===== src/rtl/muldiv_sequencer_pkg.sv =====
// Shared definitions for the RV32M multiply/divide sequencer:
// funct3 codes, FSM state encoding and the iteration count.
package muldiv_sequencer_pkg;

    localparam logic [2:0] FNC_MUL    = 3'd0;
    localparam logic [2:0] FNC_MULH   = 3'd1;
    localparam logic [2:0] FNC_MULHSU = 3'd2;
    localparam logic [2:0] FNC_MULHU  = 3'd3;
    localparam logic [2:0] FNC_DIV    = 3'd4;
    localparam logic [2:0] FNC_DIVU   = 3'd5;
    localparam logic [2:0] FNC_REM    = 3'd6;
    localparam logic [2:0] FNC_REMU   = 3'd7;

    localparam int MD_ITERS = 32;

    typedef enum logic [2:0] {
        ST_IDLE = 3'd0,
        ST_PREP = 3'd1,
        ST_ITER = 3'd2,
        ST_FIX  = 3'd3,
        ST_DONE = 3'd4
    } md_state_e;

endpackage


===== src/rtl/muldiv_sequencer_iter.sv =====
// Iteration datapath: one shift-add multiply step or one restoring divide
// step per enable, sharing a single XLEN+1 bit adder/subtractor.
// Multiply: r_acc = {product_hi, multiplier shifting out}.
// Divide:   r_acc = {partial remainder, dividend/quotient shifting}.
module muldiv_sequencer_iter #(
    parameter int XLEN = 32
) (
    input  logic              Clock,
    input  logic              Reset_n,
    input  logic              i_load,
    input  logic              i_step,
    input  logic              i_is_div,
    input  logic [XLEN-1:0]   i_a_mag,
    input  logic [XLEN-1:0]   i_b_mag,
    output logic [2*XLEN-1:0] o_acc
);

    logic [2*XLEN-1:0] r_acc;
    logic [XLEN-1:0]   r_opb;

    logic [XLEN:0]     w_op_a;
    logic [XLEN:0]     w_op_b;
    logic [XLEN:0]     w_cin;
    logic [XLEN:0]     w_sum;
    logic [2*XLEN-1:0] w_next_acc;

    // One shared add (multiply) / subtract (divide) and the next shift-register value
    always_comb begin
        w_op_a     = '0;
        w_op_b     = '0;
        w_cin      = '0;
        w_next_acc = r_acc;
        if (i_is_div) begin
            // Shifted partial remainder minus divisor; a clear top bit means it fits.
            w_op_a = r_acc[2*XLEN-1:XLEN-1];
            w_op_b = ~{1'b0, r_opb};
            w_cin  = {{XLEN{1'b0}}, 1'b1};
        end else begin
            w_op_a = {1'b0, r_acc[2*XLEN-1:XLEN]};
            w_op_b = r_acc[0] ? {1'b0, r_opb} : '0;
        end
        w_sum = w_op_a + w_op_b + w_cin;
        if (i_is_div) begin
            if (!w_sum[XLEN]) begin
                w_next_acc = {w_sum[XLEN-1:0], r_acc[XLEN-2:0], 1'b1};
            end else begin
                w_next_acc = {w_op_a[XLEN-1:0], r_acc[XLEN-2:0], 1'b0};
            end
        end else begin
            w_next_acc = {w_sum, r_acc[XLEN-1:1]};
        end
    end

    // Load magnitudes at the start of an operation, then step once per enable
    always_ff @(posedge Clock or negedge Reset_n) begin
        if (!Reset_n) begin
            r_acc <= '0;
            r_opb <= '0;
        end else if (i_load) begin
            r_acc <= {{XLEN{1'b0}}, i_a_mag};
            r_opb <= i_b_mag;
        end else if (i_step) begin
            r_acc <= w_next_acc;
        end
    end

    assign o_acc = r_acc;

endmodule


===== src/rtl/muldiv_sequencer.sv =====
// RV32M multiply/divide sequencer: accepts one operation, resolves signs and
// special cases, iterates 32 steps in muldiv_sequencer_iter, fixes the sign
// and holds the result until the consumer takes it.
// Handshakes: a transfer happens on a rising edge where valid && ready.
// Input side additionally requires Kill low; output Result is stable while
// OutValid is high and OutReady is low.
module muldiv_sequencer
    import muldiv_sequencer_pkg::*;
#(
    parameter int XLEN = 32
) (
    input  logic            Clock,
    input  logic            Reset_n,
    input  logic            InValid,
    output logic            InReady,
    input  logic [2:0]      Funct3,
    input  logic [XLEN-1:0] A,
    input  logic [XLEN-1:0] B,
    input  logic            Kill,
    output logic            OutValid,
    input  logic            OutReady,
    output logic [XLEN-1:0] Result,
    output logic            Busy,
    output md_state_e       o_dbg_state
);

    localparam logic [5:0] CNT_LAST = 6'(MD_ITERS - 1);
    localparam logic [XLEN-1:0] INT_MIN = {1'b1, {(XLEN-1){1'b0}}};

    md_state_e         r_state;
    md_state_e         w_next_state;
    logic [2:0]        r_funct3;
    logic [XLEN-1:0]   r_a;
    logic [XLEN-1:0]   r_b;
    logic              r_neg;
    logic [5:0]        r_cnt;
    logic [XLEN-1:0]   r_result;
    logic              r_out_valid;
    logic              r_busy;

    logic              w_accept;
    logic              w_iter_load;
    logic              w_iter_step;
    logic              w_load_special;
    logic              w_load_fix;
    logic [2*XLEN-1:0] w_acc;

    // Operand classification for the latched operation
    logic              w_is_div;
    logic              w_is_rem;
    logic              w_a_signed;
    logic              w_b_signed;
    logic              w_a_neg;
    logic              w_b_neg;
    logic [XLEN-1:0]   w_a_mag;
    logic [XLEN-1:0]   w_b_mag;
    logic              w_neg_res;
    logic              w_div_zero;
    logic              w_div_ovf;
    logic              w_special;
    logic [XLEN-1:0]   w_special_res;

    assign w_is_div   = r_funct3[2];
    assign w_is_rem   = r_funct3[2] & r_funct3[1];
    assign w_a_signed = (r_funct3 == FNC_MULH) || (r_funct3 == FNC_MULHSU) ||
                        (r_funct3 == FNC_DIV)  || (r_funct3 == FNC_REM);
    assign w_b_signed = (r_funct3 == FNC_MULH) || (r_funct3 == FNC_DIV) ||
                        (r_funct3 == FNC_REM);
    assign w_a_neg    = w_a_signed & r_a[XLEN-1];
    assign w_b_neg    = w_b_signed & r_b[XLEN-1];
    assign w_a_mag    = w_a_neg ? -r_a : r_a;
    assign w_b_mag    = w_b_neg ? -r_b : r_b;
    // Remainder takes the dividend's sign; products and quotients the XOR.
    assign w_neg_res  = w_is_rem ? w_a_neg : (w_a_neg ^ w_b_neg);
    assign w_div_zero = w_is_div && (r_b == '0);
    assign w_div_ovf  = w_is_div && !r_funct3[0] && (r_a == INT_MIN) && (r_b == '1);
    assign w_special  = w_div_zero || w_div_ovf;

    // Final value for divide-by-zero and signed overflow, bypassing iteration
    always_comb begin
        w_special_res = '0;
        if (w_div_zero) begin
            w_special_res = w_is_rem ? r_a : '1;
        end else if (w_div_ovf) begin
            w_special_res = w_is_rem ? '0 : INT_MIN;
        end
    end

    logic [2*XLEN-1:0] w_prod_fixed;
    logic [XLEN-1:0]   w_div_part;
    logic [XLEN-1:0]   w_fix_res;

    // Sign fix-up and half/part selection of the iteration result
    always_comb begin
        w_prod_fixed = r_neg ? -w_acc : w_acc;
        w_div_part   = w_is_rem ? w_acc[2*XLEN-1:XLEN] : w_acc[XLEN-1:0];
        w_fix_res    = '0;
        if (w_is_div) begin
            w_fix_res = r_neg ? -w_div_part : w_div_part;
        end else if (r_funct3 == FNC_MUL) begin
            w_fix_res = w_prod_fixed[XLEN-1:0];
        end else begin
            w_fix_res = w_prod_fixed[2*XLEN-1:XLEN];
        end
    end

    // State register
    always_ff @(posedge Clock or negedge Reset_n) begin
        if (!Reset_n) begin
            r_state <= ST_IDLE;
        end else begin
            r_state <= w_next_state;
        end
    end

    // Next-state logic; Kill overrides everything
    always_comb begin
        w_next_state = r_state;
        case (r_state)
            ST_IDLE: if (InValid) w_next_state = ST_PREP;
            ST_PREP: w_next_state = w_special ? ST_DONE : ST_ITER;
            ST_ITER: if (r_cnt == CNT_LAST) w_next_state = ST_FIX;
            ST_FIX:  w_next_state = ST_DONE;
            ST_DONE: if (OutReady) w_next_state = ST_IDLE;
            default: w_next_state = ST_IDLE;
        endcase
        if (Kill) w_next_state = ST_IDLE;
    end

    // State-decoded controls and the combinational input ready
    always_comb begin
        InReady        = (r_state == ST_IDLE);
        w_accept       = (r_state == ST_IDLE) && InValid && !Kill;
        w_iter_load    = (r_state == ST_PREP) && !w_special && !Kill;
        w_iter_step    = (r_state == ST_ITER) && !Kill;
        w_load_special = (r_state == ST_PREP) && w_special && !Kill;
        w_load_fix     = (r_state == ST_FIX) && !Kill;
    end

    // Operand capture on accept and sign capture in PREP
    always_ff @(posedge Clock or negedge Reset_n) begin
        if (!Reset_n) begin
            r_funct3 <= '0;
            r_a      <= '0;
            r_b      <= '0;
            r_neg    <= 1'b0;
        end else begin
            if (w_accept) begin
                r_funct3 <= Funct3;
                r_a      <= A;
                r_b      <= B;
            end
            if (r_state == ST_PREP) begin
                r_neg <= w_neg_res;
            end
        end
    end

    // Step counter: cleared in PREP, saturates at the last step
    always_ff @(posedge Clock or negedge Reset_n) begin
        if (!Reset_n) begin
            r_cnt <= '0;
        end else if (r_state == ST_PREP) begin
            r_cnt <= '0;
        end else if (w_iter_step && (r_cnt != CNT_LAST)) begin
            r_cnt <= r_cnt + 6'd1;
        end
    end

    // Result register, only written when a finished value enters DONE
    always_ff @(posedge Clock or negedge Reset_n) begin
        if (!Reset_n) begin
            r_result <= '0;
        end else if (w_load_special) begin
            r_result <= w_special_res;
        end else if (w_load_fix) begin
            r_result <= w_fix_res;
        end
    end

    // Registered, state-decoded status outputs
    always_ff @(posedge Clock or negedge Reset_n) begin
        if (!Reset_n) begin
            r_out_valid <= 1'b0;
            r_busy      <= 1'b0;
        end else begin
            r_out_valid <= (w_next_state == ST_DONE);
            r_busy      <= (w_next_state != ST_IDLE);
        end
    end

    muldiv_sequencer_iter #(.XLEN(XLEN)) u_iter (
        .Clock    (Clock),
        .Reset_n  (Reset_n),
        .i_load   (w_iter_load),
        .i_step   (w_iter_step),
        .i_is_div (w_is_div),
        .i_a_mag  (w_a_mag),
        .i_b_mag  (w_b_mag),
        .o_acc    (w_acc)
    );

    assign OutValid    = r_out_valid;
    assign Result      = r_result;
    assign Busy        = r_busy;
    assign o_dbg_state = r_state;

endmodule

===== config.mk =====
export PLATFORM = sky130hd
export DESIGN_NAME = muldiv_sequencer
export DESIGN_NICKNAME = d
export VERILOG_FILES = /design/src/rtl/muldiv_sequencer_pkg.sv /design/src/rtl/muldiv_sequencer_iter.sv /design/src/rtl/muldiv_sequencer.sv
export SDC_FILE = /design/constraint.sdc
export NUM_CORES = 1
export LEC_CHECK = 0
export CAP_MARGIN = 5
export CORE_UTILIZATION = 45
export CTS_CLUSTER_SIZE = 40
export DETAILED_ROUTE_END_ITERATION = 8
export GPL_ROUTABILITY_DRIVEN = 0
export GPL_TIMING_DRIVEN = 0
export PLACE_DENSITY_LB_ADDON = 0.15
export SLEW_MARGIN = 5
export SYNTH_ARGS = -nofsm -noshare
export SYNTH_HDL_FRONTEND = slang
export SYNTH_SLANG_ARGS = --single-unit

===== constraint.sdc =====
create_clock -name Clock -period 13.72 [get_ports Clock]
set_input_delay 2.058 -clock Clock [delete_from_list [all_inputs] [get_ports Clock]]
set_output_delay 2.058 -clock Clock [all_outputs]
set_load 0.1 [all_outputs]

; ---- After elaboration in Yosys (flattened, before gate mapping)
; Cells that the tools add are included.
[totals]
reg_bits = 207
inputBits = 72
output_inout_bits = 38
[op_classes]
eq_ne = 13
n_bitwise = 5
n_addsub = 7
muxes = 30
n_reduce_logical = 29
[op_table]
columns = operator, count
row1 = $mux W32, 13
row2 = $mux W64, 5
row3 = $neg A32 Y32, 3
row4 = $mux W33, 2
row5 = $eq A32 B32 Y1 const B, 2
row6 = $neg A64 Y64, 1
row7 = $add A33 B1 Y33, 1
row8 = $add A33 B33 Y33, 1
row9 = $not A32 Y33, 1
row10 = $logic_not A32 Y1, 1
row11 = $mux W3, 5
row12 = $pmux W3 S5, 1
row13 = $logic_and A1 B1 Y1, 13
row14 = $eq A3 B3 Y1 const B, 4
row15 = $mux W6, 2
row16 = $eq A3 B2 Y1 const B, 3
row17 = $add A6 B1 Y6 const B, 1
row18 = $eq A3 B1 Y1 const B, 2
row19 = $eq A6 B5 Y1 const B, 1
row20 = $logic_not A3 Y1, 2
row21 = $logic_or A1 B1 Y1, 6
row22 = $ne A6 B5 Y1 const B, 1
row23 = $reduce_bool A2 Y1, 3
row24 = $and A1 B1 Y1, 3
row25 = other kinds (4), 7

; ---- Depth between registers and ports, before layout
[depth]
word_depth = 9
depth_mapped = 20
depth_no_buf = 16

; ---- Hierarchy
; A second synthesis with hierarchy kept.
[unflattened]
cells_unflattened = 2030
hier_area_um2 = 17322.9
[by_module_without_submodules]
columns = module, area_per_inst_um2, seq_area_each_um2, cells_each, instances
row1 = muldiv_sequencer, 9948.3, 2777.7, 1185, 1
row2 = muldiv_sequencer_iter, 7374.6, 2402.3, 845, 1

; ---- Worst setup path before layout
; Ideal clock, no wire load.
[synth_path]
path_kind = reg-to-reg
startpoint = reg r_funct3[2]
endpoint = reg u_iter.r_acc[41], in the netlist u_iter.o_acc[41]
period_less_slack_ps = 5222
required_ps = 13580
arrival_ps = 5082
stages_incl_launch_ff = 18
n_path_buf = 6
setup_time_ps = 140
slack_ps = 8498
path_cell_list = dfrtp_1 > clkbuf_1 > clkbuf_1 > buf_1 > clkbuf_1 > buf_1 > mux2_2 > ha_1 > a21oi_1 > a21oi_1 > a211o_1 > a211oi_1 > o211ai_1 > a21oi_2 > xnor2_1 > clkbuf_1 > mux2i_1 > o221ai_1
[synth_via]
elab_chain_cells = 8
[synth_lines]
columns = item, line_no
row1 = from (decl), muldiv_sequencer.sv:32  ; logic [2:0] r_funct3;
row2 = from (signal assigned), muldiv_sequencer.sv:149  ; r_funct3 <= Funct3;
row3 = branches (longest 8 deep; another with $add A33 B33 Y33), -
row4 = to (signal assigned), muldiv_sequencer_iter.sv:60  ; r_acc <= {{XLEN{1'b0}}, i_a_mag};
row5 = to (signal assigned), muldiv_sequencer_iter.sv:63  ; r_acc <= w_next_acc;
row6 = to (decl), muldiv_sequencer_iter.sv:18  ; logic [2*XLEN-1:0] r_acc;
; Parallel ways; which one is timed is not known. The select of a mux whose other input is x is not followed.
; A chain may end at the register's enable or synchronous reset.

; ---- Worst setup path in the final report
[layout_path]
startpoint = reg r_funct3[2]
endpoint = reg u_iter.r_acc[49], in the netlist u_iter.o_acc[49]
; The elaborated chain is that of the path after synthesis.

==> impl_metrics.env <==
export IMPL_run_status="finished, violations left"
export IMPL_violations="design-rule violations"
export IMPL_multiInputGateArea_um2=10400
export IMPL_core_region_area_um2=35700
export IMPL_cp_slowest_stage_delay_ns=0.94
export IMPL_detailed_place_hpwl_mm=45.9
export IMPL_final_fill_count=3412
export IMPL_tritoncts="done"
export IMPL_grt_util_overall_pct=33.6
export IMPL_min_delay_path_class="reg -> reg"
export IMPL_clockRootBuffer="sky130_fd_sc_hd__clkbuf_16"
export IMPL_pin_count=110
export IMPL_cpMostUsedCell="sky130_fd_sc_hd__clkbuf_1"
export IMPL_synth_avg_cell_area_um2=8.39
export IMPL_dieArea_um2=37100
export IMPL_post_cts_resized_instances=0
export IMPL_ys_top_cells_by_area="sky130_fd_sc_hd__dfrtp_1 32%, sky130_fd_sc_hd__mux2_2 7.2%, sky130_fd_sc_hd__o21ai_0 5.9%"
export IMPL_synth_seq_cells=207
export IMPL_yosysWarnings=0
export IMPL_cap_violations=0
export IMPL_synthDominantCellAreaShare_pct=31.6
export IMPL_sequential_to_total_area_share_from_yosys_stat_pct=31.6
export IMPL_async_flop_share_pct=100
export IMPL_clock_skew_ns=0.0174
export IMPL_clock_sinks=207
export IMPL_worst_hold_path_startpoint="Result[25]"
export IMPL_critical_path_arrival_ns=8.53
export IMPL_critical_path_startpoint_type="register"
export IMPL_drt_first_pass_iters=8
export IMPL_holdPathStages=2
export IMPL_starting_density_of_the_core_pct=45.9
export IMPL_report_final_hold_viol_count=0
export IMPL_layout_area_seq_um2=5180
export IMPL_postSynthCellCount=1952
export IMPL_worstSetupEndpointType="register"
export IMPL_shortest_period_the_worst_path_allows_ns=8.09
export IMPL_fp_dieH_um=193
export IMPL_via_count=16300
export IMPL_max_freq_mhz=124
export IMPL_synth_ff_type="sky130_fd_sc_hd__dfrtp_1"
export IMPL_viasPerCell=6.36
export IMPL_synth_cell_area_um2=16400
export IMPL_worst_hold_path_endpoint="Result[25]"
export IMPL_most_common_cell_after_layout_fill_and_taps_aside="sky130_fd_sc_hd__nand2_1"
export IMPL_clk_insertion_delay_late_ns=0.57
export IMPL_net_count_of_the_finished_layout=2202
export IMPL_drt_iter0_markers=1797
export IMPL_area_delta_synth_final_pct=15.7
export IMPL_final_layout_size_suffix_gt1_share_pct=8.82
export IMPL_maximum_number_of_pins_on_one_net_before_global_route_repair=117
export IMPL_number_of_global_route_vias_before_repair=15500
export IMPL_ctsHoldBuffers=0
export IMPL_postCtsSetupBuffers=0
export IMPL_timing_rr_start="r_funct3[2]"
export IMPL_ff2ff_setup_slack_ns=5.63
export IMPL_drc=16
export IMPL_postRouteAntennaNets=0
export IMPL_insertedDiodeCount=0
export IMPL_timing_final_crit_share_pct=59.0
export IMPL_synth_largest_area_cell="sky130_fd_sc_hd__dfrtp_1"
export IMPL_r2r_cells=19
export IMPL_die_w_um=193
export IMPL_worst_slack_ns=5.63
export IMPL_critPathSlowestCell="sky130_fd_sc_hd__clkbuf_1"
export IMPL_synth_cell_type_count=80
export IMPL_rsz0062_at_grt="no"
export IMPL_antenna_violations_before_repair=2
export IMPL_global_route_wire_length_before_repair_mm=93.6
export IMPL_cellPowerDensity_nw_per_um2=241
export IMPL_worst_slew_margin_rel_pct=8.64
export IMPL_layout_cells_most_common_list="226 x sky130_fd_sc_hd__nand2_1, 207 x sky130_fd_sc_hd__dfrtp_1, 194 x sky130_fd_sc_hd__o21ai_0"
export IMPL_timing_max_transition_violations_final=0
export IMPL_rr_endpoint="u_iter.o_acc[49]"
export IMPL_worst_path_required_ns=14.16
export IMPL_vdd_drop_max_uv=187
export IMPL_detailed_route_wire_length_per_cell_um=24.2
export IMPL_worst_path_max_fanout=10
export IMPL_htree_num_levels=1
export IMPL_p_total_w=0.00457
export IMPL_p_leak_nw=7.64
export IMPL_io_buffers=109
export IMPL_max_clock_path_buffers=3
export IMPL_synth_edff_count=0
export IMPL_numCtsBuffers=26
export IMPL_placement_setup_worst_slack_ns=5.96
export IMPL_std_cell_rows=69
export IMPL_global_route_overflow_total=0
export IMPL_setup_violations_final=0
export IMPL_summed_negative_setup_slack_over_all_endpoints_ns=0
export IMPL_worstMarginPinSlew_ns=1.36
export IMPL_clkSlewWorstSetupHoldPaths_ns=0.06
export IMPL_crit_path_cell_trace="clkbuf_1, clkbuf_1, buf_1, clkbuf_1, clkbuf_1, o21ai_0, fa_1, inv_1, fa_1, nor2b_1, o2111ai_1, a21oi_1, a211oi_1, o211ai_1, a21oi_2, xnor2_1, clkbuf_1, nor3_1, o31ai_1"
export IMPL_synth_net_count=2064
export IMPL_setup_worst_path_class="reg -> reg"
export IMPL_finalWirelength_mm=62.1
how the worst max path moves through the flow:
stage               cells after the start          endpoint   startpoint
floorplan                              17  u_iter.o_acc[41]  r_funct3[2]
global placement                        1           r_b[12]      Reset_n
detailed placement                     19  u_iter.o_acc[49]  r_funct3[2]
CTS                                    19  u_iter.o_acc[49]  r_funct3[2]
global route                           19  u_iter.o_acc[49]  r_funct3[2]
finish                                 19  u_iter.o_acc[49]  r_funct3[2]
layout make-up:
class	instances	share of cell area [%]
Inverter	37	0.733
Clock buffer	36	4.00
Clock inverter	12	0.561
Tap cell	461	3.04
Timing Repair Buffer	110	5.93
Sequential cell	207	27.3
Multi-Input combinational cell	1528	54.7
Buffer	180	3.64
routing by layer:
metal | vias to the layer above | track usage, % | share of wire (%)
met5 | - | 0 | 0.043
met4 | 4 | 17.1 | 5.7
met3 | 245 | 10.5 | 12
met2 | 973 | 48.4 | 41
met1 | 7761 | 44.9 | 41
li1 | 7365 | - | -
cell usage after synthesis (all sizes together) (5+ instances only):
cell    instances
nand3          50
mux2          104
nor2          114
clkbuf        145
or3            22
a31oi          13
a22oi          20
a211oi         11
xnor2          98
mux2i          86
nor3           41
and3            6
nor2b           9
nor4           18
ha             38
o31ai          27
dfrtp         207
nand4b          6
or4b            5
inv            36
a211o           8
and2            7
a21o           18
o22ai          17
o21a            5
a21boi          8
nand4          24
o221ai          8
nor4bb          5
a221o           5
nand2b          8
a21oi          97
o21bai          6
a221oi         22
or2             8
nand2         226
xor2           88
o211ai         24
or4            21
o41ai          16
buf            35
o21ai         197
metrics by stage:
step                      hold slack, ns  cells  utilization (%)  cell area, um2
final                              0.469   2571             53.1           18900
after global routing               0.494   2571             53.1           18900
after CTS                          0.472   2571             53.1           18900
after detailed placement           0.459   2523             50.7           18100
after global placement             0.454   2522             50.6           18000
after floorplan                    0.456   1952                -           16400
cells by family (layout without fill, tap and decap cells):
kind of cell / count (synthesis) / count (layout) / synth area share [%]
flip-flops: 207 / 207 / 31.6
multiplexers: 191 / 191 / 12.6
adder cells (fa/ha/maj): 40 / 40 / 3.15
buffers and inverters: 217 / 375 / 5.06
XOR/XNOR: 186 / 186 / 9.95
AND/OR/NAND/NOR: 582 / 582 / 17.1
AO/OA/AOI/OAI: 529 / 529 / 20.5
critical path, delay by kind of cell, from the launching register on:
| family | cells | cell delay, ns |
|---|---|---|
| AOI/OAI and AO/OA | 7 | 2.35 |
| xor gates and xnor gates | 1 | 0.22 |
| DFF | 1 | 0.55 |
| and+or+nand+nor | 2 | 0.18 |
| buffers and inverters | 7 | 3.96 |
| adders and majority gates | 2 | 0.71 |
sequential cells by signal (all words and copies together) (netlist names):
signal / cells
r_a: 32
r_funct3: 3
r_b: 32
r_neg: 1
u_iter.o_acc: 64
Result: 32
r_cnt: 6
o_dbg_state: 3
Busy: 1
OutValid: 1
u_iter.r_opb: 32
power breakdown:
part,internal (W),leakage (nW),switching [W]
Combinational,0.000974,4.66,0.00189
Clock,0.000405,0.419,0.000288
Sequential,0.000827,2.57,0.000180
Note: power is estimated with default switching activity, not from simulation.
